[src/rtl/uart_tx_arbiter.sv]
// uart_tx_arbiter: packet-level round-robin arbiter in front of a UART
// transmitter FIFO write port. The granted requester owns the port until
// its last byte is written or the watchdog reclaims it.
// Optional feature: define UART_ARB_HDR_EN to prefix every packet with a
// one-byte header (ID_BASE + granted index).
module uart_tx_arbiter #(
    parameter int         NREQ    = 2,
    parameter int         TIMEOUT = 1024,
    parameter logic [7:0] ID_BASE = 8'h30
) (
    input  logic              clk,
    input  logic              rst,
    input  logic [NREQ-1:0]   req_valid,
    input  logic [8*NREQ-1:0] req_data,
    input  logic [NREQ-1:0]   req_last,
    output logic [NREQ-1:0]   req_ready,
    output logic [NREQ-1:0]   grant,
    output logic              busy,
    output logic              abort,
    input  logic              tx_full,
    output logic              tx_write_en,
    output logic [7:0]        tx_write_data
);

    // Index width; a single requester still needs one bit to hold index 0.
    localparam int          IW       = (NREQ > 1) ? $clog2(NREQ) : 1;
    localparam logic [15:0] WD_LIMIT = 16'(TIMEOUT - 1);

    typedef enum logic [1:0] {
        S_IDLE = 2'd0,
        S_HDR  = 2'd1,
        S_DATA = 2'd2
    } state_t;

    state_t            state_q, state_d;
    logic [NREQ-1:0]   grant_q, grant_d;
    logic [IW-1:0]     ptr_q, ptr_d;
    logic [15:0]       wd_q, wd_d;
    logic              abort_q, abort_d;

    logic [7:0]        lane_data [NREQ];
    logic [IW-1:0]     g_idx;
    logic [IW-1:0]     ptr_adv;
    logic              g_valid;
    logic              g_last;
    logic [7:0]        g_data;
    logic              pick_found;
    logic [IW-1:0]     pick_idx;

    // Split the flat data bus into one byte per requester lane.
    genvar gi;
    generate
        for (gi = 0; gi < NREQ; gi++) begin : g_lane
            assign lane_data[gi] = req_data[8*gi +: 8];
        end
    endgenerate

    // Encode the one-hot grant into the owner index and select its lane.
    always_comb begin
        g_idx = '0;
        for (int i = 0; i < NREQ; i++) begin
            if (grant_q[i]) begin
                g_idx = IW'(i);
            end
        end
        g_valid = req_valid[g_idx];
        g_last  = req_last[g_idx];
        g_data  = lane_data[g_idx];
        ptr_adv = IW'((int'(g_idx) + 1) % NREQ);
    end

    // Round-robin pick: first valid requester scanning from ptr upward.
    always_comb begin
        logic [IW-1:0] cand;
        cand       = '0;
        pick_found = 1'b0;
        pick_idx   = '0;
        for (int off = 0; off < NREQ; off++) begin
            cand = IW'((int'(ptr_q) + off) % NREQ);
            if (!pick_found && req_valid[cand]) begin
                pick_found = 1'b1;
                pick_idx   = cand;
            end
        end
    end

    // Next-state, watchdog and pass-through write logic.
    always_comb begin
        state_d       = state_q;
        grant_d       = grant_q;
        ptr_d         = ptr_q;
        wd_d          = wd_q;
        abort_d       = 1'b0;
        req_ready     = '0;
        tx_write_en   = 1'b0;
        tx_write_data = 8'h00;

        case (state_q)
            S_IDLE: begin
                if (pick_found) begin
                    grant_d           = '0;
                    grant_d[pick_idx] = 1'b1;
                    wd_d              = '0;
`ifdef UART_ARB_HDR_EN
                    state_d           = S_HDR;
`else
                    state_d           = S_DATA;
`endif
                end
            end

`ifdef UART_ARB_HDR_EN
            S_HDR: begin
                // Header goes out as soon as the FIFO has room.
                if (!tx_full) begin
                    tx_write_en   = 1'b1;
                    tx_write_data = ID_BASE + 8'(g_idx);
                    state_d       = S_DATA;
                end
            end
`endif

            S_DATA: begin
                req_ready[g_idx] = !tx_full;
                if (g_valid && !tx_full) begin
                    // Byte passes straight through to the FIFO this cycle.
                    tx_write_en   = 1'b1;
                    tx_write_data = g_data;
                    wd_d          = '0;
                    if (g_last) begin
                        grant_d = '0;
                        ptr_d   = ptr_adv;
                        state_d = S_IDLE;
                    end
                end else if (!g_valid) begin
                    // Only an owner with nothing to offer ages the watchdog;
                    // a full FIFO with valid held high is not a stall.
                    if (wd_q == WD_LIMIT) begin
                        abort_d = 1'b1;
                        grant_d = '0;
                        ptr_d   = ptr_adv;
                        state_d = S_IDLE;
                    end else begin
                        wd_d = wd_q + 16'd1;
                    end
                end
            end

            default: begin
                state_d = S_IDLE;
                grant_d = '0;
            end
        endcase

        // A cycle with reset asserted must never write or accept a byte.
        if (!rst) begin
            req_ready     = '0;
            tx_write_en   = 1'b0;
            tx_write_data = 8'h00;
        end
    end

    // State registers with synchronous active-low reset.
    always_ff @(posedge clk) begin
        if (!rst) begin
            state_q <= S_IDLE;
            grant_q <= '0;
            ptr_q   <= '0;
            wd_q    <= '0;
            abort_q <= 1'b0;
        end else begin
            state_q <= state_d;
            grant_q <= grant_d;
            ptr_q   <= ptr_d;
            wd_q    <= wd_d;
            abort_q <= abort_d;
        end
    end

    assign grant = grant_q;
    assign busy  = (state_q != S_IDLE);
    assign abort = abort_q;

endmodule

[config.mk]
export PLATFORM = sky130hd
export DESIGN_NAME = uart_tx_arbiter
export DESIGN_NICKNAME = d
export VERILOG_FILES = /design/src/rtl/uart_tx_arbiter.sv
export SDC_FILE = /design/constraint.sdc
export NUM_CORES = 1
export LEC_CHECK = 0
export BUFFER_PORTS_ARGS = -buffer_cell sky130_fd_sc_hd__buf_2
export CAP_MARGIN = 15
export CORE_MARGIN = 5
export CORE_UTILIZATION = 40
export CTS_CLUSTER_SIZE = 28
export DETAILED_ROUTE_END_ITERATION = 6
export PLACE_DENSITY = 0.61
export SLEW_MARGIN = 15
export SYNTH_ARGS = -nofsm -noshare
export SYNTH_HDL_FRONTEND = slang
export SYNTH_SLANG_ARGS = --single-unit
[constraint.sdc]
create_clock -name clk -period 3.2 [get_ports clk]
set_input_delay 0.64 -clock clk [delete_from_list [all_inputs] [get_ports clk]]
set_output_delay 0.64 -clock clk [all_outputs]
set_load 0.02 [all_outputs]
==> flow_summary.ini <==
[worst_setup_path]
cp_cell_sequence = buf_4 -> mux2i_1 -> or3_1 -> nor2_1 -> buf_2
timing.critical_path.max_delay_family = multiplexers
cpMaxStageDelayCell = mux2i_1
worst_ep_arrival_time_ns = 1.96
critical_path.endpoint_type = primary output
worstPathBufferInverterCount = 2
timing.critical_path.required_ns = 2.56
cp-start-kind = flip-flop
critical_path_class = reg -> out
path_max_fanout = 16
worst_path_largest_cell_delay_ns = 0.48

[synth]
synth-edff-count = 0
netlist_area_um2 = 1290
post_synth_xor_area_fraction_pct = 4.75
synth-compound-area-share_pct = 22.8
synthesis.instances = 156
synth_area_leaders = dfxtp_1 (33%), mux2i_1 (7.8%), nor2_1 (7.0%), and3_1 (2.9%), o21a_1 (2.9%)
synth_nets = 180
ys.warnings.count = 0
post_synth_fa_ha_maj_area_fraction_pct = 0.969
synth_top_area_cell = dfxtp_1
post_synth_num_cell_types = 42
mean_area_per_synthesized_cell_um2 = 8.28
ffs_latches_synth = 21
synthSimpleGateAreaFrac_pct = 25.0
main_combinational_cell_family_by_area_after_synthesis = simple AND/OR/NAND/NOR gates
ys.flop_type = dfxtp_1
synth_largest_type_area_fraction_pct = 32.6
synth.area.mux_share_pct = 8.91
synth-async-reset-ratio_pct = 0
yosysSeqAreaShare_pct = 32.6

[sta]
report.final.setup_viol = 0
finalWorstSetupSlack_ns = 0.601
hold_violations = 0
max-slew-margin-rel_pct = 55.9
drv_slew = 0
maxClockFrequency_mhz = 385
max_slew.worst_pin.slew_ns = 0.656
final.setup.tns_ns = 0
timing.hold.ws_ns = 0.488
finalClockSkew_ns = 0.00209
period_share_pct = 81.2
rsz0062_at_grt = false
finalWorstPathRequiredPeriod_ns = 2.60

[power_and_ir_drop]
p_leak_uw = 0.000617
power_density_nw_per_um2 = 325
vdd.ir_drop.worst_uv = 162

[layout]
area_overhead_vs_synth_pct = 18.2
nFillCells = 311
layout.cells.non_filler = 235
finalCoreUtilization_pct = 49.6
finalNetCount = 216
drive_gt1_share_pct = 24.1
antennaDiodeCount = 0

[worst_hold_path]
kind_of_path_behind_the_tightest_hold_check = reg -> reg

[die]
floorplan.die_area_um2 = 4460
fp.coreArea_um2 = 3080
die_width_um = 66.8
floorplan.io_pins = 38
die_height_um = 66.8
placement_rows = 20
initial_utilization_pct = 42.0

[grt]
first_global_vias = 1211
grt.total_usage_pct = 14.7
grt_pass1_wl_mm = 5.12
grt_antenna_before_repair = 0
grt_max_degree = 17
global_route.overflow_total = 0

[clock_network]
clock_tree.htree_level_count = 1
numClockSinks = 21
postCtsResizedCells = 0
worst_setup_hold_path_clk_slew_ns = 0.12
cts_hold_repair.buffers = 0
cts_post_setup_buffers_inserted = 0
cts_buffers = 3
ctsRootBufferMaster = clkbuf_4
clock_path_buffers = 2
clock_tree_from_tritoncts = yes
insertion_delay_ns = 0.31

[detailed_routing]
wirelength_mm = 3.06
drc_errors = 0
count_of_vias_placed_by_the_detailed_router = 1260
drt-initial-drc-count = 88
detail_route.first_pass.iterations = 4
route.detailed.wl_per_inst_um = 13.0
viasPerCell = 5.36
antenna_violating_nets_post_route = 0

[place]
post-place-ws_ns = 0.755
place.detailed.instances = 231
hpwlAfterDp_mm = 2.39
buffers_on_ports = 37
gpl.final_weighted_congestion = 0.826

[job]
drv_cap = 0

[run_status]
outcome = finished clean
power breakdown:
group          internal [µW]  total (µW)  switching (µW)  leakage [µW]
Sequential               267         273            5.83      0.000170
Combinational           35.0        86.3            51.4      0.000432
Clock                   48.7         136            87.5     0.0000150
registers in the layout (all words and copies together), names as in the netlist:
| register | flops |
|---|---|
| abort | 1 |
| state_q | 1 |
| ptr_q | 1 |
| wd_q | 16 |
| grant | 2 |
worst min-delay path, stage by stage, from the launching register on:
cell and delay (ns):
dfxtp_1 0.32, inv_1 0.06, o31ai_1 0.07
Yosys cell counts (2+ instances only):
library cell	number
dfxtp_1	21
inv_1	7
or3_1	2
clkbuf_1	4
nand2_1	9
xor2_1	4
o21a_1	5
and3_1	6
nand4_1	3
and2_1	3
nor3_1	6
o311ai_0	4
o21ai_0	3
nand3_1	6
mux2i_1	10
a21oi_1	4
xnor2_1	3
o2111ai_1	2
a32o_1	2
o31ai_1	4
nor3b_1	2
nor2_1	24
o21bai_1	3
worst paths after layout:
| check | start | end | slack, ns | depth (start not counted) |
|---|---|---|---|---|
| max | grant[1] | tx_write_data[1] | 0.60 | 5 |
| max reg2reg | state_q[1] | wd_q[3] | 0.99 | 5 |
| min reg2reg | ptr_q | ptr_q | 0.49 | 2 |
| min | ptr_q | ptr_q | 0.49 | 2 |
placed cells by master, fill, tap and decap left out, drive strengths merged, types with 2 or more instances in the layout:
master	synthesis	final
o21ai	4	4
nor2	24	24
or3	2	2
and3	6	6
nor3b	2	2
xor2	4	4
nand4	3	3
buf	3	38
o2111ai	2	2
o21bai	3	3
clkbuf	4	4
dfxtp	21	21
a21oi	4	4
nand3	6	6
and2	3	3
mux2i	10	10
o21a	5	5
inv	7	7
a32o	2	2
nand2	9	9
nor3	6	6
o211ai	2	2
a31oi	2	2
xnor2	3	3
o311ai	4	4
o31ai	4	4
per-layer routing:
metal | vias to the layer above | GRT usage [%] | wire (µm)
li1 | 646 | - | -
met1 | 571 | 19.6 | 1570
met2 | 39 | 23.5 | 1280
met3 | 4 | 3.04 | 173
met4 | 0 | 4.57 | 35
met5 | - | 0 | 0
kinds of logic (layout without fill, tap and decap cells):
group                      after synthesis  in the layout
xor gates and xnor gates                 7              7
muxes                                   11             11
and+or+nand+nor                         66             66
AOI/OAI and AO/OA                       36             36
buffers and inverters                   14             49
DFF                                     21             21
adders and majority gates                1              1
per-stage QoR:
stage,total power [µW],instance area [µm²]
floorplan,337,1290
global placement,363,1500
detailed placement,365,1500
CTS,495,1530
global route,519,1530
finish,495,1530
cell type report:
class | instances | area [µm²] | area share, %
multi-input cells | 121 | 806 | 52.8
well taps | 44 | 55.1 | 3.61
clock buffers | 4 | 26.3 | 1.72
inverters | 7 | 26.3 | 1.72
flip-flops and latches | 21 | 420 | 27.5
repair buffers | 38 | 193 | 12.6
Power figures use the tool's default switching activity.
